==> config.mk <==
export PLATFORM = sky130hd
export DESIGN_NAME = array_host_sequencer
export DESIGN_NICKNAME = d
export VERILOG_FILES = /design/src/rtl/array_host_pkg.sv /design/src/rtl/ahs_cmd_fifo.sv /design/src/rtl/array_host_sequencer.sv
export SDC_FILE = /design/constraint.sdc
export NUM_CORES = 1
export LEC_CHECK = 0
export BUFFER_PORTS_ARGS = -buffer_cell sky130_fd_sc_hd__buf_2
export CAP_MARGIN = 5
export CORE_UTILIZATION = 65
export CTS_CLUSTER_DIAMETER = 40
export DETAILED_ROUTE_END_ITERATION = 16
export GPL_TIMING_DRIVEN = 0
export MAX_ROUTING_LAYER = met4
export PLACE_DENSITY = 0.95
export REMOVE_ABC_BUFFERS = 1
export SLEW_MARGIN = 20
export SYNTH_ARGS = -nofsm -noshare
export SYNTH_HDL_FRONTEND = slang
export SYNTH_SLANG_ARGS = --single-unit
==> constraint.sdc <==
create_clock -name clk -period 18 [get_ports clk]
set_input_delay 3.6 -clock clk [delete_from_list [all_inputs] [get_ports clk]]
set_output_delay 3.6 -clock clk [all_outputs]
set_load 0.03 [all_outputs]
==> src/rtl/array_host_pkg.sv <==
`default_nettype none
// ============================================================================
//  Package     : array_host_pkg
//  Description : Shared types and widths for the array host sequencer.
//  Revision    : 1.0 - initial release
// ============================================================================
package array_host_pkg;

    localparam int INSTR_W = 32;
    localparam int REG_AW  = 10;
    localparam int DATA_W  = 16;
    localparam int RBLEN_W = 11;

    typedef enum logic [2:0] {
        S_IDLE  = 3'd0,
        S_ISSUE = 3'd1,
        S_ARM   = 3'd2,
        S_WAIT  = 3'd3,
        S_READ  = 3'd4,
        S_HOLD  = 3'd5
    } ahs_state_e;

    typedef struct packed {
        logic [INSTR_W-1:0] instr;
        logic [REG_AW-1:0]  rb_base;
        logic [RBLEN_W-1:0] rb_len;
    } ahs_entry_t;

endpackage
`default_nettype wire

==> src/rtl/ahs_cmd_fifo.sv <==
`default_nettype none
// ============================================================================
//  Module      : ahs_cmd_fifo
//  Description : Synchronous command FIFO with registered occupancy count.
//                Head entry is presented on rd_data without a read strobe.
//  Revision    : 1.0 - initial release
// ============================================================================
module ahs_cmd_fifo
    import array_host_pkg::*;
#(
    parameter int FIFO_DEPTH = 8
) (
    input  logic       clk,
    input  logic       reset,
    input  logic       push,
    input  ahs_entry_t wr_data,
    output logic       full,
    input  logic       pop,
    output ahs_entry_t rd_data,
    output logic       empty
);

    localparam int C_PTR_W = (FIFO_DEPTH > 1) ? $clog2(FIFO_DEPTH) : 1;
    localparam int C_CNT_W = $clog2(FIFO_DEPTH) + 1;

    ahs_entry_t         r_mem [FIFO_DEPTH];
    logic [C_PTR_W-1:0] r_wr_ptr;
    logic [C_PTR_W-1:0] r_rd_ptr;
    logic [C_CNT_W-1:0] r_count;
    logic               w_do_push;
    logic               w_do_pop;

    assign full      = (r_count == C_CNT_W'(FIFO_DEPTH));
    assign empty     = (r_count == '0);
    assign w_do_push = push && !full;
    assign w_do_pop  = pop && !empty;
    assign rd_data   = r_mem[r_rd_ptr];

    // Entry storage; contents need no reset because count gates visibility.
    always_ff @(posedge clk) begin
        if (w_do_push) begin
            r_mem[r_wr_ptr] <= wr_data;
        end
    end

    // Pointers and occupancy count.
    always_ff @(posedge clk) begin
        if (reset) begin
            r_wr_ptr <= '0;
            r_rd_ptr <= '0;
            r_count  <= '0;
        end else begin
            if (w_do_push) begin
                r_wr_ptr <= r_wr_ptr + C_PTR_W'(1);
            end
            if (w_do_pop) begin
                r_rd_ptr <= r_rd_ptr + C_PTR_W'(1);
            end
            case ({w_do_push, w_do_pop})
                2'b10:   r_count <= r_count + C_CNT_W'(1);
                2'b01:   r_count <= r_count - C_CNT_W'(1);
                default: ;
            endcase
        end
    end

endmodule
`default_nettype wire

==> src/rtl/array_host_sequencer.sv <==
`default_nettype none
// ============================================================================
//  Module      : array_host_sequencer
//  Description : Host-side initiator: queues instructions, issues them to the
//                array controller, waits for completion and streams a
//                PE-major readback window to the host.
//  Revision    : 1.0 - initial release
// ============================================================================
module array_host_sequencer
    import array_host_pkg::*;
#(
    parameter int SIZE       = 4,
    parameter int FIFO_DEPTH = 8,
    parameter int READ_LAT   = 1,
    parameter int TIMEOUT    = 4096
) (
    input  logic               clk,
    input  logic               reset,
    input  logic [INSTR_W-1:0] cmd_instr,
    input  logic [REG_AW-1:0]  cmd_rb_base,
    input  logic [RBLEN_W-1:0] cmd_rb_len,
    input  logic               cmd_valid,
    output logic               cmd_ready,
    output logic [INSTR_W-1:0] instruction,
    output logic               start,
    input  logic               finish_flag,
    output logic [SIZE-1:0]    PE_Addr,
    output logic [REG_AW-1:0]  RegAddr,
    input  logic [DATA_W-1:0]  data,
    output logic [DATA_W-1:0]  out_data,
    output logic               out_valid,
    input  logic               out_ready,
    output logic               out_last,
    output logic               busy,
    output logic               err_timeout
);

    localparam int             C_NUM_PE = SIZE * SIZE;
    localparam int             C_TO_W   = (TIMEOUT > 2) ? $clog2(TIMEOUT) : 1;
    localparam int             C_LAT_W  = (READ_LAT > 1) ? $clog2(READ_LAT) : 1;
    localparam logic [SIZE-1:0] C_LAST_PE = SIZE'(C_NUM_PE - 1);

    ahs_state_e         r_state;
    ahs_state_e         w_state_next;

    ahs_entry_t         w_wr_entry;
    ahs_entry_t         w_rd_entry;
    logic               w_full;
    logic               w_empty;
    logic               w_push;
    logic               w_pop;

    logic [INSTR_W-1:0] r_instr;
    logic [REG_AW-1:0]  r_rb_base;
    logic [RBLEN_W-1:0] r_rb_len;
    logic [RBLEN_W-1:0] r_word_cnt;
    logic [C_TO_W-1:0]  r_tcnt;
    logic [C_LAT_W-1:0] r_lat;
    logic               r_fin_d;
    logic [SIZE-1:0]    r_pe;
    logic [REG_AW-1:0]  r_reg;
    logic [DATA_W-1:0]  r_out_data;
    logic               r_out_valid;
    logic               r_out_last;
    logic               r_err;

    logic               w_fin_edge;
    logic               w_timeout;
    logic               w_lat_done;
    logic               w_pe_done;
    logic               w_last_reg;

    assign w_wr_entry = '{instr: cmd_instr, rb_base: cmd_rb_base, rb_len: cmd_rb_len};
    assign w_push     = cmd_valid && !w_full;
    assign w_pop      = (r_state == S_IDLE) && !w_empty;

    ahs_cmd_fifo #(
        .FIFO_DEPTH (FIFO_DEPTH)
    ) u_cmd_fifo (
        .clk     (clk),
        .reset   (reset),
        .push    (w_push),
        .wr_data (w_wr_entry),
        .full    (w_full),
        .pop     (w_pop),
        .rd_data (w_rd_entry),
        .empty   (w_empty)
    );

    // Completion only on a fresh rising edge, so a flag left high by the
    // previous operation never completes the current one.
    assign w_fin_edge = finish_flag && !r_fin_d;
    assign w_timeout  = (r_tcnt == C_TO_W'(TIMEOUT - 1));
    assign w_lat_done = (r_lat == C_LAT_W'(READ_LAT - 1));
    assign w_pe_done  = (r_word_cnt == r_rb_len - RBLEN_W'(1));
    // 10-bit wrap: with rb_len=1024 the low bits are 0 and the last register
    // of the window is rb_base-1.
    assign w_last_reg = (r_reg == r_rb_base + r_rb_len[REG_AW-1:0] - REG_AW'(1));

    assign cmd_ready   = !w_full;
    assign start       = (r_state == S_ISSUE);
    assign instruction = r_instr;
    assign PE_Addr     = r_pe;
    assign RegAddr     = r_reg;
    assign out_data    = r_out_data;
    assign out_valid   = r_out_valid;
    assign out_last    = r_out_last;
    assign busy        = (r_state != S_IDLE) || !w_empty;
    assign err_timeout = r_err;

    // State register.
    always_ff @(posedge clk) begin
        if (reset) begin
            r_state <= S_IDLE;
        end else begin
            r_state <= w_state_next;
        end
    end

    // Next-state decision.
    always_comb begin
        w_state_next = r_state;
        case (r_state)
            S_IDLE:  if (!w_empty) w_state_next = S_ISSUE;
            S_ISSUE: w_state_next = S_ARM;
            S_ARM:   w_state_next = S_WAIT;
            S_WAIT: begin
                if (w_fin_edge) begin
                    w_state_next = (r_rb_len == '0) ? S_IDLE : S_READ;
                end else if (w_timeout) begin
                    w_state_next = S_IDLE;
                end
            end
            S_READ:  if (w_lat_done) w_state_next = S_HOLD;
            S_HOLD: begin
                if (out_ready) begin
                    w_state_next = r_out_last ? S_IDLE : S_READ;
                end
            end
            default: w_state_next = S_IDLE;
        endcase
    end

    // Working registers, readback address walk and host output word.
    always_ff @(posedge clk) begin
        if (reset) begin
            r_instr     <= '0;
            r_rb_base   <= '0;
            r_rb_len    <= '0;
            r_word_cnt  <= '0;
            r_tcnt      <= '0;
            r_lat       <= '0;
            r_fin_d     <= 1'b0;
            r_pe        <= '0;
            r_reg       <= '0;
            r_out_data  <= '0;
            r_out_valid <= 1'b0;
            r_out_last  <= 1'b0;
            r_err       <= 1'b0;
        end else begin
            r_fin_d <= finish_flag;
            case (r_state)
                S_IDLE: begin
                    if (!w_empty) begin
                        r_instr   <= w_rd_entry.instr;
                        r_rb_base <= w_rd_entry.rb_base;
                        r_rb_len  <= w_rd_entry.rb_len;
                    end
                end
                S_ISSUE: r_tcnt <= '0;
                S_WAIT: begin
                    if (w_fin_edge) begin
                        r_pe       <= '0;
                        r_reg      <= r_rb_base;
                        r_lat      <= '0;
                        r_word_cnt <= '0;
                    end else if (w_timeout) begin
                        r_err <= 1'b1;
                    end else begin
                        r_tcnt <= r_tcnt + C_TO_W'(1);
                    end
                end
                S_READ: begin
                    if (w_lat_done) begin
                        r_out_data  <= data;
                        r_out_valid <= 1'b1;
                        r_out_last  <= (r_pe == C_LAST_PE) && w_last_reg;
                    end else begin
                        r_lat <= r_lat + C_LAT_W'(1);
                    end
                end
                S_HOLD: begin
                    if (out_ready) begin
                        r_out_valid <= 1'b0;
                        r_out_last  <= 1'b0;
                        if (!r_out_last) begin
                            r_lat <= '0;
                            if (w_pe_done) begin
                                r_word_cnt <= '0;
                                r_reg      <= r_rb_base;
                                r_pe       <= r_pe + SIZE'(1);
                            end else begin
                                r_word_cnt <= r_word_cnt + RBLEN_W'(1);
                                r_reg      <= r_reg + REG_AW'(1);
                            end
                        end
                    end
                end
                default: ;
            endcase
        end
    end

endmodule
`default_nettype wire
==> impl_metrics.yaml, run 1 <==
clock_network:
  cts_max_level: 2
  cts.clk_slew.worst_paths_ps: 60
  worstSkewPairLatency_ps: 650
  cts_root_buf: "clkbuf_16"
  cts_buffers: 60
  cts_tree: "built"
  cts_resized: 0
  clk_path_buf_depth: 3
  hold_buffers: 0
  cts.sinks: 547
  cts_setup_buffers: 0
synth:
  synthCells: 1327
  synthFlopType: "edfxtp_1"
  yosysWarnings: 0
  synth_top_area_share_pct: 58.5
  ys_ff_latch: 547
  synth_edf_count: 424
  yosys-top-cells-area: "edfxtp_1 59%, dfxtp_1 11%, mux4_2 11%"
  synth_top_area_cell: "edfxtp_1"
  yosysSeqAreaShare_pct: 69.8
  ys_types: 52
  synthesis.area_um2: 21800
  synth_async_sr_flop_share_pct: 0
  syn_avg_cell_area_um2: 16.4
setup_path:
  crit_family: "simple AND/OR/NAND/NOR gates"
  start_kind: "input pin"
  worstSetupPathType: "input pin to register"
  critPathLaunch: "finish_flag"
  cp_max_fo: 17
  r2r_start: "r_rb_len[0]"
  critical_path_required_ps: 18460
  cp_slowest_cell: "or4_1"
  cp_data_arrival_time_ps: 6300
  path_cells: "buf_2 -> nand2b_1 -> nor3_2 -> nor2_1 -> or4_1 -> nand2_1 -> a211oi_1"
  cp_num_buf_inv: 1
  end_kind: "register"
  cp_slowest_stage_delay_ps: 750
cells_and_area:
  finalNonFillerCells: 2018
  final_cell_mix: "424 x edfxtp_1, 150 x buf_2, 120 x dfxtp_1"
  fin_util_pct: 79.1
  layout-drive-gt1-share_pct: 27.5
  nets: 1620
  area_growth_pct: 18.8
  final_common_cell: "edfxtp_1"
timing:
  setup_viol: 0
  worst_pin_slew_ps: 1110
  min_period_ps: 5840
  clock_skew_ps: 59.2
  max_clock_freq_ghz: 0.171
  max_slew_margin_pct: 25.2
  hold_viol: 0
  setup_tns_ps: 0
  min_period_over_period_pct: 32.5
  slew_viol_final: 0
  rsz0062_at_grt: "false"
place:
  io_buffers: 141
  finalWeightedCongestion: 0.878
  post-place-cells: 1896
  dp_hpwl_um: 32700
grt:
  grtUsageTotal_pct: 38.3
  antenna_found_initial: 6
  grt_pass1_wl_um: 90400
  met3_usage_pct: 6.69
  grt.busiest_layer: "met2"
  grt_overflow_total: 0
  grtUsageMet1_pct: 44.8
  grt_max_degree: 85
  grt_pass1_vias: 14153
  grtUsageMet2_pct: 63.5
route:
  wl_per_cell_um: 32.4
  drcViolationCount: 0
  via_per_inst: 7.18
  first_pass_iters: 8
  vias: 14497
  ant_nets: 0
  drt_wl_total_um: 65300
  drtIter0Drc: 2143
hold_path:
  holdCritStartpoint: "out_data[15]"
  hold_path.class: "register to register"
pwr:
  power_mw: 4.30
  powerDensity_nw_per_um2: 166
  power_switching_mw: 1.51
  combPwrFrac_pct: 30.5
  vdd_ir_drop_max_uv: 162
  p_seq_share_pct: 37.9
  leakagePower_nw: 8.78
  internal_power_mw: 2.78
  switching_share_pct: 35.2
  pwr-share-clk_pct: 31.6
run_status:
  run_status: "complete, no violations"
floorplan:
  fp.dieH_um: 185
  rows: 66
  die_w_um: 185
  floorplan.initialDensity_pct: 66.5
  dieArea_um2: 34200
  coreArea_um2: 32700
  ios: 142
flow_run:
  maxCapViolations: 0
==> Yosys cell counts (2+ instances only) <==
library cell  instances
dfxtp_1             123
and2_1                2
o2111ai_1             2
clkbuf_1             48
nand4_1              14
inv_1                43
mux2i_1              56
a21oi_1              38
nand2_1              66
mux2_2                2
edfxtp_1            424
and4_1                4
nand2b_1              4
o21ai_0              10
a2bb2oi_1             2
o211ai_1              2
fa_1                  2
ha_1                 28
a21o_1                4
xnor2_1              31
a221oi_1              2
nor3_1               26
or3_1                 6
buf_6                 2
xor2_1               34
nand4b_1              3
nor2_1               97
buf_1                18
a22oi_1               3
buf_2                 3
nor4_1                8
a22o_1                2
nor2b_1               6
nand3_1              22
or4_1                 4
mux4_2              106
a211oi_1             65
==> registers in the layout, indices dropped and copies added (netlist names) <==
register             flops
u_cmd_fifo.r_rd_ptr      3
r_state                  3
r_tcnt                  12
r_rb_len                11
u_cmd_fifo.r_count       4
err_timeout              1
r_word_cnt              11
u_cmd_fifo.r_wr_ptr      3
out_valid                1
r_rb_base               10
instruction             32
RegAddr                 10
r_fin_d                  1
out_data                16
PE_Addr                  4
u_cmd_fifo.r_mem       424
out_last                 1
==> worst min-delay path: stages, from the launching register on <==
cell     delay (ps)
dfxtp_1         300
nand2_1          50
a21oi_1          50
==> logic make-up (layout without fill, tap and decap cells) <==
group,count (synthesis),in the layout,share of synthesized area [%]
AO/OA/AOI/OAI,139,139,4.33
XOR/XNOR,65,65,2.62
adder cells (fa/ha/maj),30,30,1.79
buffers and inverters,114,353,2.05
flip-flops,547,547,69.8
multiplexers,164,164,13.7
other,0,10,0
AND/OR/NAND/NOR,268,268,5.73
==> per-stage QoR <==
step                      cell area [µm²]  setup slack (ps)  hold slack [ps]
after CTS                           25800             11880              452
after global routing                25900             12060              467
after detailed placement            23600             11300              445
final                               25900             12160              451
after floorplan                     21500              7450              452
after global placement              22700              1590              439
==> path summary, 6_finish.rpt <==
path,end,slack [ps],depth (start not counted)
worst min register to register,out_data[15],450,2
worst max register to register,RegAddr[3],14030,7
worst min-delay path,out_data[15],450,2
worst max-delay path,RegAddr[3],12160,7
==> per-layer routing <==
layer	up-vias	wire length (µm)	share of wire [%]
met3	361	7530	12
met4	0	4630	7.1
met1	7080	20400	31
met5	-	0	0
li1	5546	-	-
met2	1510	32700	50
==> power groups by stage <==
stage	clock network, mW	registers (mW)	logic (mW)
floorplan	0	1.70	0.799
global placement	0	1.66	1.11
detailed placement	0	1.62	1.17
CTS	1.35	1.61	1.27
global route	1.40	1.63	1.37
finish	1.36	1.63	1.31
==> cell type report <==
type,instances,area [µm²]
fillers,1489,6840
flip-flops and latches,547,15200
repair buffers,198,1530
diodes,10,25.0
multi-input cells,666,6200
clock inverters,44,622
well taps,442,553
inverters,43,161
clock buffers,68,1560
(Power assumes the default switching activity.)
==> run 2: changes to the inputs <==
--- a/config.mk
+++ b/config.mk
@@ -5,14 +5,15 @@
 export SDC_FILE = /design/constraint.sdc
 export NUM_CORES = 1
 export LEC_CHECK = 0
+export ABC_AREA = 1
 export BUFFER_PORTS_ARGS = -buffer_cell sky130_fd_sc_hd__buf_2
 export CAP_MARGIN = 5
-export CORE_UTILIZATION = 65
+export CORE_UTILIZATION = 55
 export CTS_CLUSTER_DIAMETER = 40
 export DETAILED_ROUTE_END_ITERATION = 16
 export GPL_TIMING_DRIVEN = 0
 export MAX_ROUTING_LAYER = met4
-export PLACE_DENSITY = 0.95
+export PLACE_DENSITY = 0.86
 export REMOVE_ABC_BUFFERS = 1
 export SLEW_MARGIN = 20
 export SYNTH_ARGS = -nofsm -noshare
==> constraint.sdc (replaced) <==
create_clock -name clk -period 5 [get_ports clk]
set_input_delay 1 -clock clk [delete_from_list [all_inputs] [get_ports clk]]
set_output_delay 1 -clock clk [all_outputs]
set_load 0.03 [all_outputs]
==> run 2 against run 1 <==
Against the previous run: power rose to 3.6 times the previous value; synthesized area rose by 1.9%; die area rose by 20%; sequential share of layout area fell by 0.31 points; via count rose by 12%; clock power rose to 3.3 times the previous value; clock skew rose by 4.2 ps; clock-buffer cell count rose by 4; critical path type is now register to register; largest cell class unchanged.
==> impl_metrics.yaml, run 2 <==
run_status:
  run_status: "complete, no violations"
setup_path:
  worstSetupPathType: "register to register"
  cp_slowest_stage_delay_ps: 560
  critical_path_required_ps: 5490
  cp_max_fo: 124
  cp_num_buf_inv: 4
  end_kind: "register"
  crit_path_frequent_cell: "buf_16"
  cp_data_arrival_time_ps: 3360
  crit_family: "buffers and inverters"
  start_kind: "register"
  cp_slowest_cell: "dfxtp_4"
  path_cells: "buf_16 -> buf_16 -> inv_8 -> buf_16 -> o21ai_0 -> o22ai_1 -> o21ai_0 -> a21oi_1"
timing:
  min_period_over_period_pct: 57.6
  rsz0062_at_grt: "false"
  setup_tns_ps: 0
  worst_pin_slew_ps: 863
  max_slew_margin_pct: 42.3
  hold_viol: 0
  slew_viol_final: 0
  setup_viol: 0
  worst_hold_slack_ps: 470
  min_period_ps: 2880
  clock_skew_ps: 63.4
  max_clock_freq_ghz: 0.347
route:
  vias: 16191
  via_per_inst: 6.08
  wl_met3_um: 5370
  ant_nets: 0
  routed-wl-met2_um: 27700
  first_pass_iters: 6
  drtIter0Drc: 1846
  wl_per_cell_um: 20.6
  highest_layer: "met4"
  met1_length_um: 20100
  drcViolationCount: 0
  drt_wl_total_um: 54800
grt:
  grt_pass1_wl_um: 85000
  grt_overflow_total: 0
  grtUsageTotal_pct: 27.4
  antenna_found_initial: 10
  grt_max_degree: 125
  grt_pass1_vias: 15860
clock_network:
  cts_buffers: 61
  worstSkewPairLatency_ps: 650
  hold_buffers: 0
  cts_root_buf: "clkbuf_16"
  clk_path_buf_depth: 3
  cts.sinks: 547
  cts_resized: 0
  cts_max_level: 2
  cts_setup_buffers: 0
  cts_tree: "built"
  cts.clk_slew.worst_paths_ps: 70
synth:
  syn_avg_cell_area_um2: 11.3
  synthesis.area_um2: 22200
  synth_top_area_cell: "edfxtp_1"
  synth_async_sr_flop_share_pct: 0
  synth_top_area_share_pct: 57.4
  synthMuxAreaShare_pct: 0
  yosys.area_share.simple_pct: 10.1
  synthAdderAreaFrac_pct: 1.76
  ys_types: 41
  yosysWarnings: 0
  yosysMostFrequentCell: "edfxtp_1"
  synthFlopType: "edfxtp_1"
  synth_edf_count: 424
  synthCells: 1956
  synth_compound_area_share_pct: 14.1
  yosysSeqAreaShare_pct: 68.5
  yosys-top-cells-area: "edfxtp_1 57%, dfxtp_1 11%, o21ai_0 7.9%"
  synth_top_family_by_area: "compound AO/OA/AOI/OAI gates"
  synthXorXnorAreaFrac_pct: 1.46
  ys_ff_latch: 547
  synthTopCellsByCount: "424 x edfxtp_1, 349 x o21ai_0, 325 x nor2_1"
cells_and_area:
  largest-register: "u_cmd_fifo.r_mem"
  layout-drive-gt1-share_pct: 14.7
  multiInputGateArea_um2: 6160
  n_fill_cell: 2674
  final_cell_mix: "424 x edfxtp_1, 349 x o21ai_0, 316 x nor2_1"
  ff_latch_area_um2: 15200
  nets: 2182
  area_growth_pct: 17.2
  largest_reg_flops: 424
  fin_area_um2: 26000
  final_common_cell: "edfxtp_1"
flow_run:
  maxCapViolations: 0
place:
  finalWeightedCongestion: 0.873
  dp_hpwl_um: 32000
  place_area_um2: 23900
  io_buffers: 141
floorplan:
  fp.dieH_um: 203
  ios: 142
  die_w_um: 203
  floorplan.initialDensity_pct: 55.8
  coreArea_um2: 39700
  rows: 73
  dieArea_um2: 41100
pwr:
  leakagePower_nw: 9.34
  vdd_ir_drop_max_uv: 459
  powerDensity_nw_per_um2: 589
hold_path:
  hold_path.class: "register to register"
## run 2: area by class of cell
| type | instances | area share, % |
|---|---|---|
| diodes | 10 | 0.0963 |
| clock buffers | 72 | 6.23 |
| flip-flops and latches | 547 | 58.5 |
| multi-input cells | 1186 | 23.7 |
| well taps | 525 | 2.53 |
| repair buffers | 172 | 5.68 |
| inverters | 110 | 1.65 |
| clock inverters | 43 | 1.61 |
## run 2: report_power, final
| group | internal [mW] | leakage (nW) | switching [mW] | total [mW] |
|---|---|---|---|---|
| Clock | 2.52 | 1.01 | 1.91 | 4.43 |
| Sequential | 5.38 | 4.86 | 0.358 | 5.74 |
| Combinational | 1.69 | 3.47 | 3.45 | 5.13 |
## run 2: layer usage
| layer | vias up | track usage, % |
|---|---|---|
| met5 | - | - |
| met4 | 0 | 12.2 |
| met3 | 150 | 5.09 |
| met2 | 1008 | 44.5 |
| met1 | 7751 | 33.5 |
| li1 | 7282 | - |
## run 2: path summary, 6_finish.rpt
check,to,cells past startpoint,slack (ps),start
min,r_tcnt[6],2,470,r_tcnt[6]
min reg2reg,r_tcnt[6],2,470,r_tcnt[6]
max reg2reg,r_rb_base[4],8,2120,u_cmd_fifo.r_rd_ptr[0]
max,r_rb_base[4],8,2120,u_cmd_fifo.r_rd_ptr[0]
## run 2: logic make-up (layout without fill, tap and decap cells)
family	Yosys count	in the layout
xor gates and xnor gates	37	37
other	0	10
buffers and inverters	223	397
adders and majority gates	30	30
AOI/OAI and AO/OA	570	570
DFF	547	547
and+or+nand+nor	549	549
## run 2: worst min-delay path, cell delays in order, from the launching register on
cell and delay [ps]:
dfxtp_1 320, inv_1 50, a21oi_1 50
## run 2: per-stage QoR
stage | std cells | worst slack [ps] | util (%) | power [mW]
6_report | 2665 | 2120 | 65.4 | 15.3
5_1_grt | 2665 | 2010 | 65.4 | 16.1
4_1_cts | 2655 | 2210 | 65.4 | 15.3
3_5_place_dp | 2540 | 1890 | 60.2 | 10.8
3_3_place_gp | 2509 | -9530 | 58.1 | 10.3
2_1_floorplan | 1843 | -3350 | - | 9.13
